File: config.mk
export PLATFORM = sky130hd
export DESIGN_NAME = video_tpg_src
export DESIGN_NICKNAME = d
export VERILOG_FILES = /design/src/rtl/video_tpg_src.sv
export SDC_FILE = /design/constraint.sdc
export NUM_CORES = 1
export LEC_CHECK = 0
export CAP_MARGIN = 10
export CELL_PAD_IN_SITES_DETAIL_PLACEMENT = 1
export CELL_PAD_IN_SITES_GLOBAL_PLACEMENT = 1
export CORE_UTILIZATION = 46
export CTS_BUF_LIST = sky130_fd_sc_hd__clkbuf_2
export DETAILED_ROUTE_END_ITERATION = 8
export PLACE_DENSITY_LB_ADDON = 0.1
export SKIP_CTS_REPAIR_TIMING = 1
export SYNTH_ARGS = -nofsm -noshare
export SYNTH_HDL_FRONTEND = slang
export SYNTH_SLANG_ARGS = --single-unit
File: constraint.sdc
create_clock -name clk_i -period 6.85 [get_ports clk_i]
set_input_delay 1.37 -clock clk_i [delete_from_list [all_inputs] [get_ports clk_i]]
set_output_delay 1.37 -clock clk_i [all_outputs]
set_load 0.02 [all_outputs]
File: src/rtl/video_tpg_src.sv
// video_tpg_src: 1080p 4:2:2 10-bit test pattern source.
// Produces registered {f,v,h,t} timing plus colour-bar or flat-field video.
// h falls at the first active pixel, and v rises at pixel 0 of line 1.
module video_tpg_src #(
   parameter int H_BLANK  = 280,
   parameter int H_ACTIVE = 1920,
   parameter int V_BLANK  = 45,
   parameter int V_TOTAL  = 1125,
   parameter int BAR_W    = 240
) (
   input  logic        clk_i,
   input  logic        rstn_i,
   input  logic        cen_i,
   input  logic        pat_sel_i,
   input  logic [2:0]  flat_idx_i,
   output logic [3:0]  fvht_o,
   output logic [19:0] video_o,
   output logic [15:0] frame_cnt_o
);

   localparam logic [11:0] PIX_LAST  = 12'(H_BLANK + H_ACTIVE - 1);
   localparam logic [10:0] LINE_LAST = 11'(V_TOTAL);
   localparam logic [19:0] BLANK_VID = {10'd64, 10'd512};

   // Luma per bar index
   function automatic logic [9:0] y_of(input logic [2:0] idx);
      case (idx)
         3'd0:    return 10'd940;
         3'd1:    return 10'd646;
         3'd2:    return 10'd525;
         3'd3:    return 10'd450;
         3'd4:    return 10'd335;
         3'd5:    return 10'd260;
         3'd6:    return 10'd139;
         default: return 10'd64;
      endcase
   endfunction

   // Cb per bar index
   function automatic logic [9:0] cb_of(input logic [2:0] idx);
      case (idx)
         3'd0:    return 10'd512;
         3'd1:    return 10'd176;
         3'd2:    return 10'd625;
         3'd3:    return 10'd289;
         3'd4:    return 10'd735;
         3'd5:    return 10'd399;
         3'd6:    return 10'd848;
         default: return 10'd512;
      endcase
   endfunction

   // Cr per bar index
   function automatic logic [9:0] cr_of(input logic [2:0] idx);
      case (idx)
         3'd0:    return 10'd512;
         3'd1:    return 10'd567;
         3'd2:    return 10'd176;
         3'd3:    return 10'd231;
         3'd4:    return 10'd793;
         3'd5:    return 10'd848;
         3'd6:    return 10'd457;
         default: return 10'd512;
      endcase
   endfunction

   // Bar index from active offset by comparing against bar boundaries;
   // anything past the eighth boundary saturates at bar 7.
   function automatic logic [2:0] bar_of(input logic [11:0] a);
      logic [2:0] b;
      b = 3'd0;
      for (int k = 1; k < 8; k++) begin
         if (a >= 12'(k * BAR_W)) b = 3'(k);
      end
      return b;
   endfunction

   logic [11:0] pix_p0;
   logic [10:0] line_p0;
   logic        hblank;
   logic        vblank;
   logic        tmark;
   logic [11:0] act;
   logic [2:0]  idx;
   logic [3:0]  fvht_nxt;
   logic [19:0] video_nxt;

   // Decode the current raster position into the next output word
   always_comb begin
      hblank    = (pix_p0 < 12'(H_BLANK));
      vblank    = (line_p0 <= 11'(V_BLANK));
      tmark     = (pix_p0 == 12'd0);
      act       = pix_p0 - 12'(H_BLANK);
      idx       = pat_sel_i ? flat_idx_i : bar_of(act);
      fvht_nxt  = {1'b0, vblank, hblank, tmark};
      video_nxt = BLANK_VID;
      if (!(hblank || vblank)) begin
         video_nxt = {y_of(idx), act[0] ? cr_of(idx) : cb_of(idx)};
      end
   end

   // Raster counters and completed-frame count
   always_ff @(posedge clk_i) begin
      if (!rstn_i) begin
         pix_p0      <= 12'd0;
         line_p0     <= 11'd1;
         frame_cnt_o <= 16'd0;
      end else if (cen_i) begin
         if (pix_p0 == PIX_LAST) begin
            pix_p0 <= 12'd0;
            if (line_p0 == LINE_LAST) begin
               line_p0     <= 11'd1;
               frame_cnt_o <= frame_cnt_o + 16'd1;
            end else begin
               line_p0 <= line_p0 + 11'd1;
            end
         end else begin
            pix_p0 <= pix_p0 + 12'd1;
         end
      end
   end

   // Output register: one enabled cycle behind the counters
   always_ff @(posedge clk_i) begin
      if (!rstn_i) begin
         fvht_o  <= 4'b0110;
         video_o <= BLANK_VID;
      end else if (cen_i) begin
         fvht_o  <= fvht_nxt;
         video_o <= video_nxt;
      end
   end

endmodule
After elaboration in Yosys (flattened, before gate mapping) --
Index checks and enable logic that the tools add are counted.
Storage, ports and cells: word-level logic and storage cells 46, register bits 62, input port bits 7
Cells by class: order comparisons 9, reductions and logical operators 5, add/subtract/negate cells 4, mux-type cells 15, eq/ne operators 8
Operators by type and width (count):
- 10-bit case mux with 6 select lines | 2
- 10-bit case mux with 7 select lines | 1
- 12-bit by 11-bit greater-or-equal comparator with 1-bit output, second input constant | 3
- 12-bit by 10-bit greater-or-equal comparator with 1-bit output, second input constant | 2
- 3-bit 2-to-1 mux | 7
- 20-bit 2-to-1 mux | 1
- 16-bit by 1-bit adder with 16-bit output, second input constant | 1
- 12-bit by 1-bit adder with 12-bit output, second input constant | 1
- 12-bit equality test, second input constant | 1
- 12-bit by 8-bit greater-or-equal comparator with 1-bit output, second input constant | 1
- 12-bit by 9-bit greater-or-equal comparator with 1-bit output, second input constant | 1
- 12-bit zero test | 1
- 12-bit by 9-bit less-than comparator with 1-bit output, second input constant | 1
- 12-bit 2-to-1 mux | 1
- 12-bit by 9-bit subtractor with 12-bit output, second input constant | 1
- 11-bit by 1-bit adder with 11-bit output, second input constant | 1
- 11-bit equality test, second input constant | 1
- 11-bit by 6-bit <= comparator with 1-bit output, second input constant | 1
- 11-bit 2-to-1 mux | 1
- 10-bit 2-to-1 mux | 1
- 3-bit equality test, second input constant | 3
- 3-bit by 2-bit equality test with 1-bit output, second input constant | 2
- 3-bit by 1-bit equality test with 1-bit output, second input constant | 1
- 3-bit zero test | 1
- 4 further kinds | 4

Depth between registers and ports, before layout --
Gate-level depths: netlist of run 1.
depth in word-level cells 14, mapped depth 12

Worst setup path before layout of run 1 --
OpenSTA, ideal clock, no wires.
kind input -> register, start in cen_i, end reg frame_cnt_o[15], path slack 3.368 ns, data arrival time 3.367 ns, stages 10, path buffers 2, cells stage by stage or4b_4 nor4_4 and3_1 buf_4 and4_1 buf_4 and2_1 nand3_1 xnor2_1 and2_1
Between the ends: cells in the longest elaborated chain, start to end 1
Ends and longest elaborated chain:
- from (decl) | line 13 | input logic cen_i,
- 3-bit AND reduction (no source line)
- to (signal assigned) | line 113 | frame_cnt_o <= frame_cnt_o + 16'd1;
- to (decl) | line 18 | output logic [15:0] frame_cnt_o
Every way passes these cells. A chain may end at the register's enable or synchronous reset.

Final worst setup path of run 1 --
Same ends and word-level chain as after synthesis.

==> results.md, run 1 <==
* Skew final at 0.0180 ns
* WL/cell at 15.6 µm
* Clock buffer depth at 2
* First-pass GRT wire length at 14.3 mm
* Peak supply drop at 0.0000824 V
* Clock latency on the worst-skew pair at between 0.4 and 0.5 ns
* Initial DRC Count at ~100
* RSZ-0062 raised after global routing: false
* Crit start category: input port
* Worst slew pin tran at 0.946 ns
* Clk slew on worst S/H paths at 0.18 ns
* Register area share after synthesis at 0.343
* Die Wd at about 89 µm
* Largest net degree at the start of global routing at 33
* Top FF cell, synth: dfxtp_1
* # Max-Cap Violations at 0
* Main combinational cell family by area after synthesis: simple AND/OR/NAND/NOR gates
* CTS tree: built
* Final Cycle Share at 0.592
* Met3 WL post-DR at 243 µm
* Crit path time final at 4.05 ns
* Mux contribution to synthesized area at 0.0118
* Seq cells post-synth at 60
* Syn_area_per_cell at 8.31 µm²
* Worst Reg-to-Reg Cells at 9
* Final Hold Violating Endpoints at 0
* Wl on met1 at around 4.1 mm
* DR pass1 iterations at 4
* Initial core utilization at 0.480
* Top Layer Used: met4
* Hold Path Class: flop to flop
* Final setup viols at 0
* Post-route ant nets at 0
* DIE AREA at 7960 µm²
* Min-delay src: video_o[3]
* Synth Cell Area at 3500 µm²
* Num ports at 47
* DRC violations left at 0
* Commonest cells after routing, fill and taps aside: 60 x dfxtp_1, 44 x clkdlybuf4s50_1, 35 x nand2_1
* Post-synthesis compound-gate area fraction at 0.171
* Pleak at 1.43 nW
* Ant diodes at 0
* Max Fclk at 247 MHz
* Post-Route WL at between 8 and 9 mm
* Routability cong. at 0.820
* Data arrival, critical path at ~4.5 ns
* Root Buffer: clkbuf_2
* # H-tree levels at 3
* Worst Hold End: video_o[3]
* Required @ worst endpoint at 7.24 ns
* Synth Area in Simple Gates at 0.283
* Post-synth ARST share at 0
* Worst-path maximum fanout at 13
* Slew Viols, Final at 0
* Most common cell after layout, fill and taps aside: dfxtp_1
* Num Clock Sinks at 60
* Adder-Cell Fraction of Synth Area at 0.0215
* Gr usage total at 0.231
* DPL Wire Length at 6.08 mm
* Worst hold path cell count at 2
* Status: complete, no violations
* Total core area at 7290 µm²
* Post-synthesis cell type count at 64
* Register-to-Register Setup Slack at 2.89 ns
* Pwr Density at 152 nW/µm²
* Initial antenna violation count at 0
* Die Y at 89.2 µm
* CTS buffer count at 9
* Total gr overflow at 0
* YS warnings at 0
* Post-synth EDFFs at 0
* Post-Synth XOR/XNOR Area at 0.105
* WL met2 at 4.16 mm
* Share of post-route cells with drive strength above 1 at 0.0619
* R2r endpoint: video_o[16]
* # port buffers at 44
* Mapped Cells at 421
* Worst Setup End Kind: flop
* Row count at 31
* Crit Path Category: input port to flop
* Slew HR at 0.370
* Via count at 3,092
* Syn-to-layout area delta at 14.8%
* RR Startpoint: pix_p0[4]
* Fin nets at 460
* Via density per instance at 5.61
* Final Util at 0.551
* Vias in the first global route at 3,078
* Total Neg Setup Slack at 0 ns
==> report_power, final <==
part	internal (mW)	switching, mW	leakage [nW]	total, mW
Combinational	0.0128	0.0204	0.881	0.0332
Clock	0.0856	0.138	0.0683	0.224
Sequential	0.351	0.00372	0.484	0.355
Total	0.450	0.162	1.43	0.612
==> sequential cells by signal, summed over array words and instances, names as in the netlist <==
signal       count
fvht_o           3
frame_cnt_o     16
pix_p0          12
video_o         18
line_p0         11
==> metrics by stage <==
stage | worst slack (ns) | total power, mW | cell area, µm² | std cells | hold WS [ns]
2_1_floorplan | 3.37 | 0.386 | 3500 | 422 | 0.471
3_3_place_gp | 2.42 | 0.394 | 3900 | 535 | 0.430
3_5_place_dp | 2.30 | 0.395 | 3900 | 535 | 0.438
4_1_cts | 2.83 | 0.619 | 4020 | 551 | 0.465
5_1_grt | 2.65 | 0.640 | 4020 | 551 | 0.502
6_report | 2.80 | 0.612 | 4020 | 551 | 0.458
==> kinds of logic (layout without fill, tap and decap cells) <==
kind of cell,count (synthesis),after routing
buffers and inverters,42,72
adder cells (fa/ha/maj),6,6
XOR/XNOR,42,42
multiplexers,4,4
other,1,2
flip-flops,60,60
AO/OA/AOI/OAI,85,85
AND/OR/NAND/NOR,181,181
==> final cells by class <==
class	instances	area, µm²
multi-input combinational	320	2090
timing repair buffer	46	455
tap	99	124
inverter	10	37.5
clock buffer	10	50.0
clock inverter	6	63.8
sequential	60	1200
fill	911	3270
==> worst max-delay path by stage <==
stage | cells past startpoint | start | slack, ns | end
6_report | 9 | cen_i | 2.80 | frame_cnt_o[15]
5_1_grt | 9 | pix_p0[4] | 2.65 | video_o[16]
4_1_cts | 9 | cen_i | 2.83 | frame_cnt_o[15]
3_5_place_dp | 9 | cen_i | 2.30 | frame_cnt_o[15]
3_3_place_gp | 9 | cen_i | 2.42 | frame_cnt_o[15]
2_1_floorplan | 10 | cen_i | 3.37 | frame_cnt_o[15]
==> critical path, stage by stage <==
cell,delay (ns)
clkdlybuf4s50_1,0.77
or4b_4,0.55
nor4_4,0.45
and3_1,0.34
and4_1,0.35
and2_1,0.20
nand3_1,0.12
xnor2_1,0.14
and2_1,0.15
==> Yosys cell counts, drive strengths merged (5+ instances only) <==
master | count | share of area
dfxtp | 60 | 0.34
nand2 | 35 | 0.038
nor2 | 33 | 0.035
xnor2 | 25 | 0.063
and2 | 21 | 0.038
buf | 20 | 0.040
o21ai | 20 | 0.029
nand3 | 18 | 0.026
xor2 | 17 | 0.043
a21oi | 16 | 0.023
nor2b | 13 | 0.023
clkbuf | 12 | 0.013
nand4 | 11 | 0.020
inv | 10 | 0.011
and3 | 9 | 0.016
nand2b | 9 | 0.016
ha | 6 | 0.021
nand3b | 6 | 0.013
nor4 | 6 | 0.017
a21boi | 5 | 0.011
or3 | 5 | 0.0089
==> per-layer routing <==
layer,GRT usage,vias up
met5,0,-
met4,0.0808,0
met3,0.0388,13
met2,0.398,45
met1,0.291,1504
li1,-,1530
No activity file was read; power rests on OpenSTA's default activity.
==> run 2: changes to the inputs <==
--- a/config.mk
+++ b/config.mk
@@ -8,7 +8,7 @@
 export CAP_MARGIN = 10
 export CELL_PAD_IN_SITES_DETAIL_PLACEMENT = 1
 export CELL_PAD_IN_SITES_GLOBAL_PLACEMENT = 1
-export CORE_UTILIZATION = 46
+export CORE_UTILIZATION = 43
 export CTS_BUF_LIST = sky130_fd_sc_hd__clkbuf_2
 export DETAILED_ROUTE_END_ITERATION = 8
 export PLACE_DENSITY_LB_ADDON = 0.1
==> constraint.sdc (replaced) <==
create_clock -name clk_i -period 3.9 [get_ports clk_i]
set_input_delay 0.78 -clock clk_i [delete_from_list [all_inputs] [get_ports clk_i]]
set_output_delay 0.78 -clock clk_i [all_outputs]
set_load 0.02 [all_outputs]
==> results.md, run 2 (synthesis gave the netlist of run 1 again) <==
* Status: complete, no violations
* Num ports at 47
* Crit path time final at 3.26 ns
* Slew HR at 0.446
* WL/cell at 15.9 µm
* Final Util at 0.524
* Worst slew pin tran at 0.830 ns
* DIE AREA at between 8000 and 9000 µm²
* Initial DRC Count at 144
* Most common cell after layout, fill and taps aside: dfxtp_1
* Final setup viols at 0
* Syn-to-layout area delta at 16.8%
* CTS buffer count at 9
* DP Area at 3970 µm²
* Post-route setup slack at 0.643 ns
* Max Fclk at between 300 and 400 MHz
* DR pass1 iterations at 4
* Hold Path Class: flop to flop
* Largest net degree at the start of global routing at 33
* Area of the multi-input gates at about 2100 µm²
* Total core area at 7810 µm²
* # H-tree levels at 3
* Max reg flops at 18
* Sequential power share at 0.567
* Share of post-route cells with drive strength above 1 at 0.0783
* Combinational Power Share at 0.055
* Routability cong. at 0.857
* Vias in the first global route at 3,141
* Required @ worst endpoint at 4.32 ns
* Commonest cells after routing, fill and taps aside: 60 x dfxtp_1, 44 x clkdlybuf4s50_1, 35 x nand2_1
* DPL Wire Length at 6.32 mm
* Pleak at 1.48 nW
* Largest Register: video_o
* Clock latency on the worst-skew pair at 0.53 ns
* Slew Viols, Final at 0
* Switching power share of the total at 0.280
* Final Cycle Share at 0.835
* Crit path max-delay family: compound AO/OA/AOI/OAI gates
* DRC violations left at 0
* RSZ-0062 raised after global routing: false
* GRT met2 Usage at 0.365
* Clock buffer depth at 2
* Via density per instance at roughly 5.6
* Total Neg Setup Slack at 0 ns
* Post-route ant nets at 0
* Register area at 1200 µm²
* Initial antenna violation count at 0
* Total power at 1.10 mW
* Die Wd at 92.2 µm
* WP buf/inv at 1
* Num Clock Sinks at 60
* Peak supply drop at approximately 0.00018 V
* Clock share of power at 0.377
* Fill cells at about 950
* Power Internal at between 700 and 800 µW
* GRT met1 Usage at 0.290
* Worst-path maximum fanout at 18
* Crit path largest cell delay at 0.51 ns
* Via count at 3,146
* Skew final at approximately 0.038 ns
* CTS tree: built
* Gr usage total at 0.223
* Clk slew on worst S/H paths at ~0.18 ns
* Crit start category: flop
* Setup Slack @ Placement at 0.454 ns
* GRT busiest layer: met2
* Data arrival, critical path at 3.68 ns
* Net switching power at slightly above 300 µW
* Row count at 32
* Initial core utilization at 0.448
* Pwr Density at 269 nW/µm²
* Final Hold Violating Endpoints at 0
* Die Y at 92.2 µm
* Largest regs: video_o: 18 flops, frame_cnt_o: 16 flops, pix_p0: 12 flops
* Crit path max-delay cell type: a22oi_2
* Met3 Resource Use GR at 0.0415
* Fin nets at 468
* Crit Path Category: flop to flop
* First-pass GRT wire length at around 15 mm
* Cells along the critical path: ha_1 > o41a_1 > xnor2_1 > o31ai_1 > a311o_1 > a22oi_2 > buf_4 > nor2_1 > o31a_1
* Design Area, Final at 4090 µm²
* Ant diodes at 0
* Post-Route WL at 8.96 mm
* # port buffers at 44
* # Max-Cap Violations at 0
* Root Buffer: clkbuf_2
* Worst Setup End Kind: flop
* Total gr overflow at 0
run 2: through the flow:
stage	instances	hold slack (ns)
3_3_place_gp	546	0.436
2_1_floorplan	422	0.471
4_1_cts	562	0.466
5_1_grt	562	0.488
3_5_place_dp	546	0.440
6_report	562	0.459
run 2: worst paths after layout:
path | from | endpoint | slack [ns] | cells after the start
setup / recovery | pix_p0[3] | video_o[2] | 0.64 | 9
setup reg to reg | pix_p0[3] | video_o[2] | 0.64 | 9
hold / removal | video_o[3] | video_o[3] | 0.46 | 2
hold reg to reg | video_o[3] | video_o[3] | 0.46 | 2
run 2: area by class of cell:
type | count | share of cell area
multi-input cells | 320 | 0.510
flip-flops and latches | 60 | 0.294
repair buffers | 54 | 0.126
well taps | 102 | 0.0312
clock inverters | 7 | 0.0187
clock buffers | 9 | 0.0110
inverters | 10 | 0.00918
run 2: worst reg2reg max path: cells and delay by family (launching register included):
kind,cells,cell delay [ns]
xor+xnor,1,0.39
compound gates,5,1.74
flops,1,0.35
simple gates,1,0.05
fa+ha+maj,1,0.42
buf+inv,1,0.24
run 2: power by group through the flow:
stage	registers [mW]	clock network, mW	logic [mW]
2_1_floorplan	0.633	0	0.0440
3_3_place_gp	0.636	0	0.0603
3_5_place_dp	0.636	0	0.0607
4_1_cts	0.624	0.422	0.0615
5_1_grt	0.625	0.448	0.0676
6_report	0.624	0.415	0.0609
run 2: routing by layer:
layer | routed length [µm] | share of wire
met4 | 150 | 0.017
met2 | 4260 | 0.48
met5 | 0 | 0
met3 | 276 | 0.031
met1 | 4280 | 0.48
==> run 3: changes to the inputs <==
==> constraint.sdc (replaced) <==
create_clock -name clk_i -period 3.1 [get_ports clk_i]
set_input_delay 0.62 -clock clk_i [delete_from_list [all_inputs] [get_ports clk_i]]
set_output_delay 0.62 -clock clk_i [all_outputs]
set_load 0.02 [all_outputs]
==> results.md, run 3 (synthesis gave the netlist of run 1 again) <==
* Commonest cells after routing, fill and taps aside: 60 x dfxtp_1, 44 x clkdlybuf4s50_1, 35 x nand2_1
* # H-tree levels at 3
* Total power at 1.42 mW
* Placed Instances at 559
* Crit path max-delay cell type: o41ai_1
* Cells along the critical path: buf_4 > o41ai_1 > xnor2_1 > o31ai_1 > o21bai_1 > a311o_1 > a22oi_2 > buf_4 > xnor2_1 > a32o_1
* RSZ-0062 raised after global routing: false
* Slew HR at 0.637
* Initial core utilization at 0.448
* Total Neg Setup Slack at 0 ns
* Die Y at a little over 90 µm
* Final Cycle Share at 0.931
* Fin nets at 481
* Fill cells at just under 1,000
* Clock buffer depth at 2
* Largest Register: video_o
* Hold Path Class: flop to flop
* Via count at 3,169
* Hold WS at 0.471 ns
* Num Clock Sinks at 60
* # port buffers at 44
* Syn-to-layout area delta at 19.9%
* Data arrival, critical path at 3.30 ns
* Peak supply drop at 0.000194 V
* DR pass1 iterations at 4
* Pleak at 1.55 nW
* Post-route setup slack at 0.213 ns
* Gr usage total at 0.222
* Vias in the first global route at ~3,100
* Clock latency on the worst-skew pair at 0.51 ns
* Design Area, Final at 4200 µm²
* Total gr overflow at 0
* Final Util at 0.538
* Pwr Density at roughly 340 nW/µm²
* Ant diodes at 0
* First-pass GRT wire length at around 15 mm
* Initial antenna violation count at 0
* WL/cell at 15.8 µm
* Required @ worst endpoint at between 3 and 4 ns
* Largest regs: video_o: 18 flops, frame_cnt_o: 16 flops, pix_p0: 12 flops
* Share of post-route cells with drive strength above 1 at 0.104
* Row count at 32
* Worst Setup End Kind: flop
* Num ports at between 40 and 50
* Worst slew pin tran at 0.544 ns
* Final setup viols at 0
* DRC violations left at 0
* Largest net degree at the start of global routing at 32
* Most common cell after layout, fill and taps aside: dfxtp_1
* CTS buffer count at 9
* Routability cong. at 0.836
* Slew Viols, Final at 0
* Post-route ant nets at 0
* Crit path max-delay family: compound AO/OA/AOI/OAI gates
* Die Wd at 92.2 µm
* Skew final at 0.0370 ns
* Crit start category: flop
* Worst-path maximum fanout at 9
* Initial DRC Count at 89
* Post-Route WL at a little over 9 mm
* Crit path largest cell delay at 0.46 ns
* Crit path time final at 2.89 ns
* # Max-Cap Violations at 0
* Clk slew on worst S/H paths at 0.19 ns
* CTS tree: built
* Via density per instance at 5.52
* DP Area at 4070 µm²
* Crit Path Category: flop to flop
* Total core area at 7810 µm²
* Max Fclk at between 300 and 400 MHz
* DIE AREA at 8500 µm²
* WP buf/inv at 2
* DPL Wire Length at 6.53 mm
* Post-route insts no fill at 574
* Max reg flops at 18
* Root Buffer: clkbuf_2
* Final Hold Violating Endpoints at 0
* Status: complete, no violations
* Setup Slack @ Placement at between 0.01 and 0.015 ns
run 3: changes by cell type in the layout (fill, tap and decap cells not counted), sizes merged:
cell and delta:
buf +13, bufinv +1, clkbuf +1, clkinvlp -2, inv -1
run 3: routing by layer:
| layer | global-route usage | share of wire | routed length [µm] |
|---|---|---|---|
| met1 | 0.282 | 0.47 | 4280 |
| met2 | 0.371 | 0.48 | 4380 |
| met3 | 0.0481 | 0.029 | 265 |
| met4 | 0.0729 | 0.014 | 123 |
| met5 | 0 | 0 | 0 |
run 3: final timing paths:
path,slack [ns],depth (start not counted),from,end
worst max-delay path,0.21,10,pix_p0[7],video_o[6]
worst min-delay path,0.47,2,video_o[3],video_o[3]
worst max register to register,0.21,10,pix_p0[7],video_o[6]
worst min register to register,0.47,2,video_o[3],video_o[3]
run 3: worst register-to-register path, stage by stage (launching register included):
cell,delay [ns]
dfxtp_1,0.41
buf_4,0.20
o41ai_1,0.46
xnor2_1,0.22
o31ai_1,0.11
o21bai_1,0.17
a311o_1,0.33
a22oi_2,0.36
buf_4,0.24
xnor2_1,0.08
a32o_1,0.25
run 3: report_power, final:
| part | internal (mW) | leakage, nW | switching (mW) | total [mW] |
|---|---|---|---|---|
| sequential | 0.776 | 0.484 | 0.00879 | 0.785 |
| combinational | 0.0329 | 0.988 | 0.0475 | 0.0804 |
| clock | 0.264 | 0.0794 | 0.295 | 0.559 |
| total | 1.07 | 1.55 | 0.351 | 1.42 |
run 3: final cells by class:
type                       count  area (µm²)  share of cell area
sequential                    60        1200               0.286
clock inverter                 5        77.6              0.0185
inverter                      10        37.5             0.00894
tap                          102         128              0.0304
multi-input combinational    320        2090               0.498
clock buffer                  10        50.0              0.0119
timing repair buffer          67         613               0.146
